## src/rtl/rr_decoder_arbiter_if.sv

```systemverilog
// Request/decoder bus shared between the requesters and rr_decoder_arbiter.
interface rr_decoder_arbiter_if;
  logic [7:0] req;
  logic [2:0] sel;
  logic       en;
  logic [7:0] gnt;
  logic       busy;
  logic       timeout;

  // Requester side drives req and observes the decoder controls.
  modport master (
    output req,
    input  sel,
    input  en,
    input  gnt,
    input  busy,
    input  timeout
  );

  // Arbiter side.
  modport slave (
    input  req,
    output sel,
    output en,
    output gnt,
    output busy,
    output timeout
  );
endinterface

```

## src/rtl/rr_decoder_arbiter.sv

```systemverilog
// Round-robin arbiter driving a shared 3-to-8 decoder for eight requesters.
// Owners are separated by one dead GAP cycle. With ARB_TIMEOUT_EN defined a
// hold counter forces release after HOLD_MAX cycles and pulses timeout in
// the following GAP; without it a grant lasts until its request drops.
module rr_decoder_arbiter #(
  parameter int unsigned HOLD_MAX = 15,
  parameter int unsigned CNT_W    = 4
) (
  input  logic                 clk,
  input  logic                 rst_n,
  rr_decoder_arbiter_if.slave  bus
);

  localparam int unsigned NREQ  = 8;
  localparam int unsigned SEL_W = 3;

  // Reject configurations where the counter cannot reach HOLD_MAX.
  if (HOLD_MAX < 1 || ((64'(1) << CNT_W) - 64'(1)) < 64'(HOLD_MAX)) begin : g_bad_cfg
    $error("rr_decoder_arbiter: need HOLD_MAX >= 1 and 2**CNT_W-1 >= HOLD_MAX");
  end

  typedef enum logic [1:0] {
    ST_IDLE  = 2'd0,
    ST_GRANT = 2'd1,
    ST_GAP   = 2'd2
  } state_e;

  state_e             state_q, state_d;
  logic [SEL_W-1:0]   sel_q, sel_d;
  logic [SEL_W-1:0]   last_q, last_d;
  logic               en_q, en_d;
  logic [NREQ-1:0]    gnt_q, gnt_d;
  logic               busy_q, busy_d;
  logic               timeout_q, timeout_d;
`ifdef ARB_TIMEOUT_EN
  logic [CNT_W-1:0]   cnt_q, cnt_d;
`endif

  logic [SEL_W-1:0]   win;
  logic [SEL_W-1:0]   idx;
  logic               found;

  // First set request after the last owner, ascending with wrap.
  always_comb begin
    win   = last_q;
    idx   = '0;
    found = 1'b0;
    for (int unsigned k = 1; k <= NREQ; k++) begin
      idx = SEL_W'(32'(last_q) + k);
      if (!found && bus.req[idx]) begin
        win   = idx;
        found = 1'b1;
      end
    end
  end

  // Next-state and next-output logic.
  always_comb begin
    state_d   = state_q;
    sel_d     = sel_q;
    last_d    = last_q;
    timeout_d = 1'b0;
`ifdef ARB_TIMEOUT_EN
    cnt_d     = cnt_q;
`endif

    unique case (state_q)
      ST_GRANT: begin
        if (!bus.req[sel_q]) begin
          state_d = ST_GAP;
`ifdef ARB_TIMEOUT_EN
        end else if (cnt_q == CNT_W'(HOLD_MAX)) begin
          state_d   = ST_GAP;
          timeout_d = 1'b1;
        end else begin
          cnt_d = cnt_q + CNT_W'(1);
`endif
        end
      end
      default: begin
        // IDLE and GAP both run a fresh search.
        if (bus.req != '0) begin
          state_d = ST_GRANT;
          sel_d   = win;
          last_d  = win;
`ifdef ARB_TIMEOUT_EN
          cnt_d   = CNT_W'(1);
`endif
        end else begin
          state_d = ST_IDLE;
        end
      end
    endcase

    en_d   = (state_d == ST_GRANT);
    gnt_d  = en_d ? (NREQ'(1) << sel_d) : '0;
    busy_d = (state_d != ST_IDLE);
  end

  // State and registered outputs; reset drops any grant immediately.
  always_ff @(posedge clk or negedge rst_n) begin
    if (!rst_n) begin
      state_q   <= ST_IDLE;
      sel_q     <= '0;
      last_q    <= SEL_W'(NREQ - 1);
      en_q      <= 1'b0;
      gnt_q     <= '0;
      busy_q    <= 1'b0;
      timeout_q <= 1'b0;
    end else begin
      state_q   <= state_d;
      sel_q     <= sel_d;
      last_q    <= last_d;
      en_q      <= en_d;
      gnt_q     <= gnt_d;
      busy_q    <= busy_d;
      timeout_q <= timeout_d;
    end
  end

`ifdef ARB_TIMEOUT_EN
  // Hold counter for forced release.
  always_ff @(posedge clk or negedge rst_n) begin
    if (!rst_n) begin
      cnt_q <= '0;
    end else begin
      cnt_q <= cnt_d;
    end
  end
`endif

  assign bus.sel     = sel_q;
  assign bus.en      = en_q;
  assign bus.gnt     = gnt_q;
  assign bus.busy    = busy_q;
  assign bus.timeout = timeout_q;

endmodule

```

## src/flat_wrapper.sv

```systemverilog
// flat-port wrapper written by rule: the top's interface ports become plain ports
module rr_decoder_arbiter_flat 
#(
  parameter int unsigned HOLD_MAX = 15,
  parameter int unsigned CNT_W    = 4
)
  (clk, rst_n, bus_req, bus_sel, bus_en, bus_gnt, bus_busy, bus_timeout);
  rr_decoder_arbiter_if bus_i ();
  input  logic clk;
  input  logic rst_n;
  input wire logic [$bits(bus_i.req)-1:0] bus_req;
  output wire logic [$bits(bus_i.sel)-1:0] bus_sel;
  output wire logic [$bits(bus_i.en)-1:0] bus_en;
  output wire logic [$bits(bus_i.gnt)-1:0] bus_gnt;
  output wire logic [$bits(bus_i.busy)-1:0] bus_busy;
  output wire logic [$bits(bus_i.timeout)-1:0] bus_timeout;
  assign bus_i.req = bus_req;
  assign bus_sel = bus_i.sel;
  assign bus_en = bus_i.en;
  assign bus_gnt = bus_i.gnt;
  assign bus_busy = bus_i.busy;
  assign bus_timeout = bus_i.timeout;
  rr_decoder_arbiter #(.HOLD_MAX(HOLD_MAX), .CNT_W(CNT_W)) u_core (.clk(clk), .rst_n(rst_n), .bus(bus_i));
endmodule
```

## config.mk

```make
export PLATFORM = sky130hd
export DESIGN_NAME = rr_decoder_arbiter_flat
export DESIGN_NICKNAME = d
export VERILOG_FILES = /design/src/rtl/rr_decoder_arbiter_if.sv /design/src/rtl/rr_decoder_arbiter.sv /design/src/flat_wrapper.sv
export SDC_FILE = /design/constraint.sdc
export NUM_CORES = 1
export LEC_CHECK = 0
export CORE_MARGIN = 4
export CORE_UTILIZATION = 25
export DETAILED_ROUTE_END_ITERATION = 16
export GPL_ROUTABILITY_DRIVEN = 0
export PLACE_DENSITY = 0.44
export SLEW_MARGIN = 20
export SYNTH_ARGS = -nofsm -noshare
export SYNTH_HDL_FRONTEND = slang
export SYNTH_SLANG_ARGS = --single-unit
```

## constraint.sdc

```tcl
create_clock -name clk -period 6.3 [get_ports clk]
set_input_delay 0.945 -clock clk [delete_from_list [all_inputs] [get_ports clk]]
set_output_delay 0.945 -clock clk [all_outputs]
set_load 0.01 [all_outputs]
```

== After elaboration in Yosys (flattened, before gate mapping) ==
Index checks and enable logic that the tools add are counted.
Word-level totals
  register bits after elaboration: 18
  input bits: 10
  output and inout port bits: 14
  word-level logic and storage cells: 83
Cells by class
  $add $sub $neg: 8
  order comparisons: 9
  equality and inequality tests: 2
  shifts and indexed selects: 1
  multiplexer cells: 39
  bitwise operators: 1
  reductions and logical operators: 17
Operator list (count)
  3-bit by 4-bit < comparator with 1-bit output (second input constant): 9
  3-bit two-way mux: 10
  1-bit binary-select mux with 3-bit select: 9
  1-bit two-way mux: 17
  3-bit adder (second input constant): 4
  8-bit two-way mux: 1
  8-bit nonzero test: 1
  1-bit by 3-bit left shift with 8-bit output (first input constant): 1
  1-bit logical AND: 7
  1-bit logical NOT: 7
  3-bit by 1-bit adder with 3-bit output (second input constant): 2
  3-bit by 2-bit adder with 3-bit output (second input constant): 2
  2-bit by 1-bit equality test with 1-bit output (second input constant): 2
  2-bit two-way mux: 2
  2-bit AND reduction: 1
  2-bit nonzero test: 1
  1-bit inverter: 1

== Logic depth before layout (Yosys ltp) ==
Gate-level depths: netlist (run 1).
  depth after elaboration: 29
  depth in mapped cells: 14
  mapped depth without buffers: 10

== Worst setup path after synthesis (run 1) ==
OpenSTA, ideal clock, no wires.
  kind: reg-to-reg
  from: reg u_core.last_q[1]
  to: reg u_core.gnt_q[3], in the netlist u_core.bus.gnt[3]
  library setup time: 0.088 ns
  data arrival time: 3.473 ns
  required time: 6.212 ns
  path slack: 2.738 ns
  stages on the path, launching flop included: 14
  buffers on the path: 3
  clock period less this slack: 3.562 ns
  cell sequence: dfstp_2 > buf_4 > buf_1 > inv_1 > ha_1 > buf_6 > mux2_2 > mux4_2 > and2_1 > o221a_1 > o211ai_1 > o2111ai_1 > nand3_2 > nor3b_1
On the way
  longest elaborated chain between the ends: 29
  elaborated cells on any way between the ends: 57
  classes of those cells: add/sub: 8; shift: 1; mux: 34; reduce/logical: 14
Ends and longest elaborated chain
  from (decl): line rr_decoder_arbiter.sv:30  | logic [SEL_W-1:0] last_q, last_d;
  from (signal assigned): line rr_decoder_arbiter.sv:105  | last_q <= SEL_W'(NREQ - 1);
  from (signal assigned): line rr_decoder_arbiter.sv:113  | last_q <= last_d;
  3-bit by 1-bit adder with 3-bit output: line rr_decoder_arbiter.sv:49  | idx = SEL_W'(32'(last_q) + k);
  1-bit binary-select mux with 3-bit select: line rr_decoder_arbiter.sv:50  | if (!found && bus.req[idx]) begin
  1-bit two-way mux (implied by the code): line rr_decoder_arbiter.sv:50
  1-bit two-way mux: line rr_decoder_arbiter.sv:50
  1-bit logical NOT: line rr_decoder_arbiter.sv:50
  1-bit logical AND: line rr_decoder_arbiter.sv:50
  1-bit two-way mux: line rr_decoder_arbiter.sv:50
  1-bit logical NOT: line rr_decoder_arbiter.sv:50
  [15 not listed]
  1-bit logical AND: line rr_decoder_arbiter.sv:50
  3-bit two-way mux *: line rr_decoder_arbiter.sv:50
  3-bit two-way mux *: line rr_decoder_arbiter.sv:82  | if (bus.req != '0) begin
  3-bit two-way mux *: line rr_decoder_arbiter.sv:67  | unique case (state_q)
  named net u_core.sel_d[1]: line rr_decoder_arbiter.sv:29  | logic [SEL_W-1:0] sel_q, sel_d;
  1-bit by 3-bit left shift with 8-bit output *: line rr_decoder_arbiter.sv:96  | gnt_d = en_d ? (NREQ'(1) << sel_d) : '0;
  8-bit two-way mux *: line rr_decoder_arbiter.sv:96
  named net u_core.gnt_d[3]: line rr_decoder_arbiter.sv:32  | logic [NREQ-1:0] gnt_q, gnt_d;
  to (signal assigned): line rr_decoder_arbiter.sv:115  | gnt_q <= gnt_d;
  to (decl): line rr_decoder_arbiter.sv:32
The timed path passes the listed nets; every way through them passes the cells marked *. The select of a mux whose other input is x is not followed.
A chain may end at the register's enable or synchronous reset.

== Worst setup path after layout (run 1) ==
  from: reg u_core.last_q[0]
  to: reg u_core.gnt_q[2], in the netlist u_core.bus.gnt[2]
Same word-level chain as after synthesis.

==> impl_metrics.csv, run 1 <==
group,metric,value,unit
global_route,grt_pass1_wl,8.30,mm
sta,max-slew-margin-rel,46.5,%
yosys,synth_edf_count,0,
worst_setup_path,r2r_slack,2110,ps
floorplan,die_h,95.6,um
clock_tree,cts_tree,"yes",
clock_tree,cts_root_buf,"clkbuf_8",
layout,syn2layout_area_growth,15.2,%
layout,final_util,30.0,%
yosys,synth-seq-cells,18,
yosys,ys_seq_area_share,23.7,%
floorplan,io_pins,24,
yosys,async_flop_share,100,%
worst_setup_path,r2r-end,"u_core.bus.gnt[2]$_DFF_PN0_",
clock_tree,cts_setup_buffers,0,
clock_tree,htree_levels,1,
sta,rsz0062_at_grt,"no",
clock_tree,cts_resized,0,
detailed_routing,route.vias.total,1562,
layout,antenna_cells,0,
clock_tree,clk_latency,250,ps
detailed_routing,drc,0,
layout,layoutNonFillerInstCount,300,
detailed_routing,antenna_left,0,
min_path,min_path_cells,1,
worst_setup_path,cpPeakStageDelay,840,ps
layout,fin_nets,214,
detailed_routing,drt_iter0_markers,138,
clock_tree,hold_buffers,0,
yosys,synth_fp_nets,206,
placed_design,dp_hpwl,3.61,mm
min_path,hp-class,"reg2reg",
yosys,synthCells,194,
clock_tree,clk_pin_slew,70,ps
worst_setup_path,worst_ep_required_time,6460,ps
worst_setup_path,crit_chain,"inv_2 -> ha_1 -> mux2_2 -> mux4_2 -> and2_1 -> o221a_1 -> o211ai_1 -> o2111ai_1 -> nand3_2 -> nor3b_1",
detailed_routing,routedWlPerCell,16.9,um
job,maxCapViolCount,0,
yosys,ys.flop_type,"dfrtp_1",
detailed_routing,viasPerCell,5.21,
sta,setup_tns,0,ps
sta,skew,2.73,ps
yosys,syn_avg_cell_area,9.88,um2
floorplan,core,7370,um2
clock_tree,numClockSinks,18,
detailed_routing,dr.pass1.iters,4,
floorplan,die_w,95.6,um
global_route,grt_pass1_vias,1596,
worst_setup_path,crit_arrival,4350,ps
clock_tree,max-clock-path-buffers,2,
worst_setup_path,critPathTopFamily,"multiplexers",
sta,slew_viol_final,0,
global_route,grt-ovfl-total,0,
floorplan,start_util,26.0,%
sta,max_slew.worst_pin.slew,800,ps
detailed_routing,drt-total-wl,5.07,mm
yosys,synth_warnings,0,
placed_design,placed_cells,296,
sta,hold_viol_final,0,
worst_setup_path,cp_slowest_cell,"dfstp_2",
worst_setup_path,r2r-start,"u_core.last_q[0]$_DFFE_PN1P_",
worst_setup_path,crit_fanout,23,
sta,clock.fmax,238,MHz
sta,fin_crit,4190,ps
layout,layout-drive-gt1-share,17.4,%
min_path,holdCritStartpoint,"u_core.bus.sel[2]$_DFF_PN0_",
placed_design,io_buffer_count,22,
worst_setup_path,crit_path_end_kind,"flip-flop",
yosys,synth_cell_type_count,53,
worst_setup_path,crit_path_start_kind,"flip-flop",
global_route,grt_max_degree,24,
yosys,syn-cell-area,1920,um2
floorplan,rows,31,
global_route,grt.total_usage,11.4,%
worst_setup_path,path_class,"reg2reg",
status,status,"finished clean",
min_path,min_to,"u_core.state_q[1]$_DFF_PN0_",
global_route,antenna_found_initial,0,
clock_tree,numCtsBuffers,3,
worst_setup_path,worst_r2r_path_depth,10,
sta,timing.final.crit_share,66.6,%
floorplan,die_area,9130,um2
sta,setup_viol_count_final,0,
worst_setup_path,worst-path-buf-inv,1,
==> state kept, by name, indices dropped and copies added (netlist names) <==
signal,cells
u_core.state_q,2
u_core.last_q,3
u_core.bus.sel,3
u_core.bus.en,1
u_core.bus.busy,1
u_core.bus.gnt,8
==> through the flow <==
stage | hold slack, ps | worst slack (ps) | cell area, um2
2_1_floorplan | 511 | 2740 | 1920
4_1_cts | 575 | 2110 | 2210
5_1_grt | 603 | 1840 | 2210
6_report | 565 | 2110 | 2210
3_5_place_dp | 561 | 2130 | 2150
3_3_place_gp | 562 | 2110 | 2150
==> layout by cell type, fill, tap and decap left out, drive strengths merged, types with 2 or more instances in the layout <==
cell type / Yosys / layout
nand2b: 4 / 4
or3: 2 / 2
dfrtp: 15 / 15
clkdlybuf4s50: 0 / 22
nand2: 17 / 17
a21o: 2 / 2
mux2: 8 / 8
clkbuf: 9 / 4
a311oi: 2 / 2
dfstp: 3 / 3
a221oi: 4 / 4
o21ai: 5 / 5
nor3b: 5 / 5
xnor2: 5 / 5
and2: 3 / 3
nor3: 8 / 8
o2111ai: 2 / 2
a21oi: 8 / 8
or4: 2 / 2
mux4: 16 / 16
o22ai: 2 / 2
ha: 2 / 2
nand4: 3 / 3
nor2b: 4 / 4
inv: 6 / 6
xor2: 2 / 2
nor2: 6 / 6
mux2i: 13 / 13
nand3: 5 / 5
o211ai: 4 / 4
a211oi: 5 / 5
==> cell families (layout without fill, tap and decap cells) <==
group	count (synthesis)	count (layout)	synth area share [%]
compound gates	41	41	15.5
xor+xnor	7	7	3.20
fa+ha+maj	2	2	1.31
buf+inv	25	32	6.79
flops	18	18	23.7
mux	37	37	30.9
other cells	1	1	0.196
simple gates	63	63	18.5
==> metal layers <==
layer	GRT usage [%]	wire length (um)	up-vias
met5	0	0	-
met4	2.25	42	0
met3	1.42	104	4
met2	18.9	2500	28
met1	16.0	2420	767
li1	-	-	763
==> worst register-to-register path, cell delays in order, from the launching register on <==
cell,delay (ps)
dfstp_2,840
inv_2,210
ha_1,810
mux2_2,440
mux4_2,560
and2_1,190
o221a_1,250
o211ai_1,170
o2111ai_1,200
nand3_2,190
nor3b_1,230
==> synth_stat cells, types with 3 or more instances <==
library cell / count / area, um2
a211oi_1: 5 / 37.5
a21oi_1: 8 / 40.0
a221oi_1: 4 / 35.0
and2_1: 3 / 18.8
buf_2: 4 / 20.0
buf_6: 3 / 33.8
clkbuf_1: 8 / 30.0
dfrtp_1: 15 / 375
dfstp_2: 3 / 78.8
inv_1: 5 / 18.8
mux2_2: 8 / 90.1
mux2i_1: 13 / 130
mux4_1: 3 / 78.8
mux4_2: 13 / 293
nand2_1: 17 / 63.8
nand2b_1: 4 / 25.0
nand3_1: 3 / 15.0
nand4_1: 3 / 18.8
nor2_1: 6 / 22.5
nor2b_1: 4 / 25.0
nor3_1: 8 / 40.0
nor3b_1: 5 / 37.5
o211ai_1: 3 / 22.5
o21ai_0: 5 / 25.0
xnor2_1: 5 / 43.8
==> cell type report <==
class	instances	area, um2
Clock buffer	4	55.1
Fill cell	768	5160
Inverter	6	22.5
Multi-Input combinational cell	151	1330
Sequential cell	18	454
Tap cell	99	124
Timing Repair Buffer	22	220
==> worst max-delay path by stage <==
stage / start / to / cells past startpoint
floorplan: u_core.last_q[1]$_DFFE_PN1P_ / u_core.bus.gnt[3]$_DFF_PN0_ / 13
global route: u_core.last_q[1]$_DFFE_PN1P_ / u_core.bus.gnt[4]$_DFF_PN0_ / 10
CTS: u_core.last_q[0]$_DFFE_PN1P_ / u_core.bus.gnt[2]$_DFF_PN0_ / 10
finish: u_core.last_q[0]$_DFFE_PN1P_ / u_core.bus.gnt[2]$_DFF_PN0_ / 10
global placement: u_core.last_q[0]$_DFFE_PN1P_ / u_core.bus.gnt[2]$_DFF_PN0_ / 10
detailed placement: u_core.last_q[0]$_DFFE_PN1P_ / u_core.bus.gnt[2]$_DFF_PN0_ / 10
Power of run 1 is not shown: default switching activity piles up to over one toggle a cycle in this logic, so the estimate is an artifact.
==> inputs of run 2 (changes only) <==
Settings changed: PLACE_DENSITY 0.44 to 0.46.
Clock period 6.3 ns to 3.85 ns, I/O delays scaled along.
==> run 2 against run 1 <==
Compared with the run above: critical path depth stayed put; flip-flop and latch count stayed put; die area stayed put; wire length is 0.63% higher; worst setup slack worse by 1700 ps; hold slack worse by 4.3 ps; clock skew is 0.65 ps higher; global-route usage hardly changed; first-iteration DRC count is 3.6% higher; via count is 4.4% higher; critical endpoint is now u_core.bus.gnt[3]$_DFF_PN0_; highest routed layer unchanged.
==> impl_metrics.csv, run 2 (synthesized netlist as in run 1, its figures left out) <==
group,metric,value,unit
job,maxCapViolCount,0,
worst_setup_path,worst_ep_required_time,4010,ps
sta,clock.fmax,290,MHz
clock_tree,cts_root_buf,"clkbuf_8",
sta,skew,3.38,ps
detailed_routing,dr.pass1.iters,4,
clock_tree,numCtsBuffers,3,
clock_tree,numClockSinks,18,
global_route,grt.total_usage,11.5,%
status,status,"finished clean",
layout,fin_nets,220,
clock_tree,clk_pin_slew,70,ps
detailed_routing,drt-total-wl,5.10,mm
sta,slew_viol_final,0,
sta,setup_tns,0,ps
sta,fin_crit,3450,ps
global_route,grt-ovfl-total,0,
detailed_routing,drt_iter0_markers,143,
sta,setup_viol_count_final,0,
worst_setup_path,critPathTopFamily,"multiplexers",
sta,max-slew-margin-rel,45.9,%
sta,rsz0062_at_grt,"no",
sta,worst_slack,398,ps
sta,hold_viol_final,0,
global_route,grt_pass1_vias,1571,
layout,final_common_cell,"clkdlybuf4s50_1",
clock_tree,clk_latency,250,ps
floorplan,io_pins,24,
layout,syn2layout_area_growth,17.0,%
worst_setup_path,crit_fanout,9,
worst_setup_path,worst-path-buf-inv,1,
detailed_routing,antenna_left,0,
floorplan,start_util,26.0,%
global_route,antenna_found_initial,0,
layout,largest_reg_flops,8,
placed_design,io_buffer_count,22,
floorplan,die_h,95.6,um
worst_setup_path,crit_path_end_kind,"flip-flop",
global_route,grt_max_degree,23,
clock_tree,htree_levels,1,
worst_setup_path,crit_chain,"inv_2 -> ha_1 -> mux2_2 -> mux4_2 -> and2_1 -> o221a_1 -> o211ai_1 -> o2111ai_1 -> nand3_2 -> nor3b_1",
sta,max_slew.worst_pin.slew,809,ps
sta,timing.final.crit_share,89.7,%
clock_tree,cts_setup_buffers,0,
clock_tree,cts_resized,0,
placed_design,dp_slack,302,ps
detailed_routing,viasPerCell,5.33,
layout,nFillCells,786,
floorplan,core,7370,um2
worst_setup_path,crit_arrival,3610,ps
layout,final_cell_mix,"22 x clkdlybuf4s50_1, 17 x nand2_1, 15 x dfrtp_1, 13 x mux4_2, 13 x mux2i_1",
global_route,grt_pass1_wl,8.30,mm
floorplan,rows,31,
clock_tree,max-clock-path-buffers,2,
floorplan,die_area,9130,um2
worst_setup_path,cpPeakStageDelay,570,ps
layout,layout-drive-gt1-share,19.3,%
floorplan,die_w,95.6,um
detailed_routing,drc,0,
worst_setup_path,r2r_slack,400,ps
worst_setup_path,path_class,"reg2reg",
clock_tree,hold_buffers,0,
worst_setup_path,crit_path_start_kind,"flip-flop",
placed_design,dp_hpwl,3.82,mm
worst_setup_path,cp_slowest_cell,"mux4_2",
detailed_routing,route.vias.total,1631,
detailed_routing,routedWlPerCell,16.7,um
layout,antenna_cells,0,
clock_tree,cts_tree,"yes",
min_path,hp-class,"reg2reg",
==> run 2: worst reg2reg max path: stages (launching register included) <==
cell and delay [ps]:
dfstp_2 530, inv_2 100, ha_1 510, mux2_2 420, mux4_2 570, and2_1 200, o221a_1 270, o211ai_1 190
o2111ai_1 190, nand3_2 190, nor3b_1 210
==> run 2: stage by stage <==
| stage | hold WS [ps] | cells | cell area (um2) | util, % |
|---|---|---|---|---|
| 2_1_floorplan | 282 | 194 | 1920 | - |
| 3_3_place_gp | 565 | 302 | 2200 | 29.8 |
| 3_5_place_dp | 559 | 302 | 2200 | 29.8 |
| 4_1_cts | 577 | 306 | 2240 | 30.4 |
| 5_1_grt | 600 | 306 | 2240 | 30.4 |
| 6_report | 561 | 306 | 2240 | 30.4 |
==> run 2: cell type report <==
cell class              count  area (um2)  share of cell area (%)
multi-input cells         151        1330                    59.4
flip-flops and latches     18         454                    20.2
repair buffers             28         265                    11.8
well taps                  99         124                    5.52
clock buffers               4        45.0                    2.01
inverters                   6        22.5                    1.00
==> run 2: per-layer routing <==
layer	wire [um]	up-vias	GRT usage (%)
li1	-	768	-
met1	2300	798	15.8
met2	2460	57	18.8
met3	250	8	1.89
met4	95	0	2.61
met5	0	-	0
==> run 2: worst paths after layout <==
check                                             start                          end  depth (start not counted)
min in group asynchronous                         rst_n  u_core.bus.gnt[3]$_DFF_PN0_                          1
max in group asynchronous                         rst_n    u_core.bus.busy$_DFF_PN0_                          1
setup reg to reg           u_core.last_q[0]$_DFFE_PN1P_  u_core.bus.gnt[3]$_DFF_PN0_                         10
hold / removal              u_core.bus.sel[2]$_DFF_PN0_  u_core.state_q[1]$_DFF_PN0_                          1
hold reg to reg             u_core.bus.sel[2]$_DFF_PN0_  u_core.state_q[1]$_DFF_PN0_                          1
setup / recovery           u_core.last_q[0]$_DFFE_PN1P_  u_core.bus.gnt[3]$_DFF_PN0_                         10
Power of run 2 is left out for the same reason.
==> inputs of run 3 (changes only) <==
Settings changed: SLEW_MARGIN 20 to 40.
==> run 3 against run 2 <==
Compared with the run above: hold slack worse by 310 ps; sequential share of layout area about the same; maximum frequency is 0.32% lower; non-clock buffer count did not move; utilization shrank 0.068 points; design area decreased by 0.22%; clock-buffer cell count unchanged; critical path depth unchanged; die area stayed put.
==> impl_metrics.csv, run 3 (synthesized netlist as in run 1, its figures left out) <==
group,metric,value,unit
global_route,grt_pass1_wl,8.30,mm
floorplan,die_area,9130,um2
min_path,hp-class,"in2async",
detailed_routing,dr.pass1.iters,5,
worst_setup_path,worst-path-buf-inv,1,
layout,syn2layout_area_growth,16.8,%
clock_tree,numCtsBuffers,3,
clock_tree,clk_latency,250,ps
worst_setup_path,r2r-end,"u_core.bus.gnt[3]$_DFF_PN0_",
layout,final_cell_mix,"21 x clkdlybuf4s50_1, 17 x nand2_1, 15 x dfrtp_1, 13 x mux4_2, 13 x mux2i_1",
job,maxCapViolCount,0,
floorplan,start_util,26.0,%
sta,timing.final.crit_share,89.9,%
detailed_routing,routedWlPerCell,16.8,um
sta,rsz0062_at_grt,"no",
sta,setup_tns,0,ps
layout,antenna_cells,0,
worst_setup_path,worst_ep_required_time,4010,ps
detailed_routing,dr_wl_met3,217,um
global_route,grt-ovfl-total,0,
clock_tree,clk_pin_slew,70,ps
floorplan,die_h,95.6,um
global_route,grt_max_degree,23,
sta,setup_viol_count_final,0,
worst_setup_path,r2r_slack,390,ps
sta,max_slew.worst_pin.slew,605,ps
sta,skew,3.36,ps
floorplan,io_pins,24,
detailed_routing,route.vias.total,1650,
clock_tree,cts_tree,"yes",
placed_design,io_buffer_count,22,
clock_tree,htree_levels,1,
worst_setup_path,cpPeakStageDelay,570,ps
floorplan,core,7370,um2
global_route,grt.total_usage,11.5,%
worst_setup_path,worst_r2r_path_depth,10,
clock_tree,cts_resized,0,
layout,final_cell_area,2240,um2
worst_setup_path,startpoint,"u_core.last_q[0]$_DFFE_PN1P_",
worst_setup_path,cp-endpoint,"u_core.bus.gnt[3]$_DFF_PN0_",
status,status,"finished clean",
worst_setup_path,r2r-start,"u_core.last_q[0]$_DFFE_PN1P_",
worst_setup_path,crit_path_start_kind,"flip-flop",
worst_setup_path,cp_num_cells,10,
worst_setup_path,critPathTopFamily,"multiplexers",
floorplan,rows,31,
sta,fin_crit,3460,ps
detailed_routing,met2_length,2.50,mm
detailed_routing,wl_met1,2.34,mm
layout,fin_nets,220,
clock_tree,hold_buffers,0,
layout,largest_reg_flops,8,
worst_setup_path,crit_arrival,3630,ps
detailed_routing,viasPerCell,5.39,
layout,final_common_cell,"clkdlybuf4s50_1",
detailed_routing,drt_iter0_markers,141,
detailed_routing,antenna_left,0,
worst_setup_path,crit_path_end_kind,"flip-flop",
sta,hold_viol_final,0,
clock_tree,numClockSinks,18,
sta,hold_slack,249,ps
worst_setup_path,path_class,"reg2reg",
sta,slew_viol_final,0,
global_route,grt_pass1_vias,1571,
layout,layout-drive-gt1-share,19.8,%
floorplan,die_w,95.6,um
worst_setup_path,crit_chain,"inv_2 -> ha_1 -> mux2_2 -> mux4_2 -> and2_1 -> o221a_1 -> o211ai_1 -> o2111ai_1 -> nand3_2 -> nor3b_1",
detailed_routing,drt-total-wl,5.15,mm
placed_design,dp_hpwl,3.82,mm
clock_tree,cts_root_buf,"clkbuf_8",
global_route,antenna_found_initial,0,
detailed_routing,maxUsedRoutingLayer,"met4",
placed_design,dpl_cell_area,2200,um2
clock_tree,max-clock-path-buffers,2,
clock_tree,cts_setup_buffers,0,
sta,clock.fmax,289,MHz
detailed_routing,drc,0,
worst_setup_path,crit_fanout,9,
worst_setup_path,cp_slowest_cell,"mux4_2",
sta,max-slew-margin-rel,59.6,%
run 3: cell types whose count changed in the layout (fill, tap and decap cells not counted):
cell and change:
buf_2 +1, clkdlybuf4s50_1 -1
run 3: how the worst min path moves through the flow:
stage | start | to | cells after the start
2_1_floorplan | rst_n | u_core.bus.busy$_DFF_PN0_ | 0
3_3_place_gp | u_core.state_q[0]$_DFF_PN0_ | u_core.bus.busy$_DFF_PN0_ | 2
3_5_place_dp | u_core.bus.sel[2]$_DFF_PN0_ | u_core.state_q[1]$_DFF_PN0_ | 1
4_1_cts | u_core.bus.sel[2]$_DFF_PN0_ | u_core.state_q[1]$_DFF_PN0_ | 1
5_1_grt | rst_n | u_core.bus.sel[2]$_DFF_PN0_ | 1
6_report | rst_n | u_core.bus.gnt[3]$_DFF_PN0_ | 1
run 3: layout make-up:
cell class                 instances  area [um2]
fill                             786        5130
multi-input combinational        151        1330
sequential                        18         454
timing repair buffer              28         260
tap                               99         124
clock buffer                       4        45.0
inverter                           6        22.5
run 3: metrics by stage:
stage / utilization [%] / cells / worst slack, ps
2_1_floorplan: - / 194 / 288
3_3_place_gp: 29.8 / 302 / 334
3_5_place_dp: 29.8 / 302 / 302
4_1_cts: 30.4 / 306 / 391
5_1_grt: 30.4 / 306 / 97.6
6_report: 30.4 / 306 / 387
run 3: routing by layer:
layer | GRT usage (%) | vias up
li1 | - | 768
met1 | 15.8 | 823
met2 | 18.8 | 51
met3 | 1.89 | 8
met4 | 2.61 | 0
met5 | 0 | -
Power of run 3 is left out for the same reason.
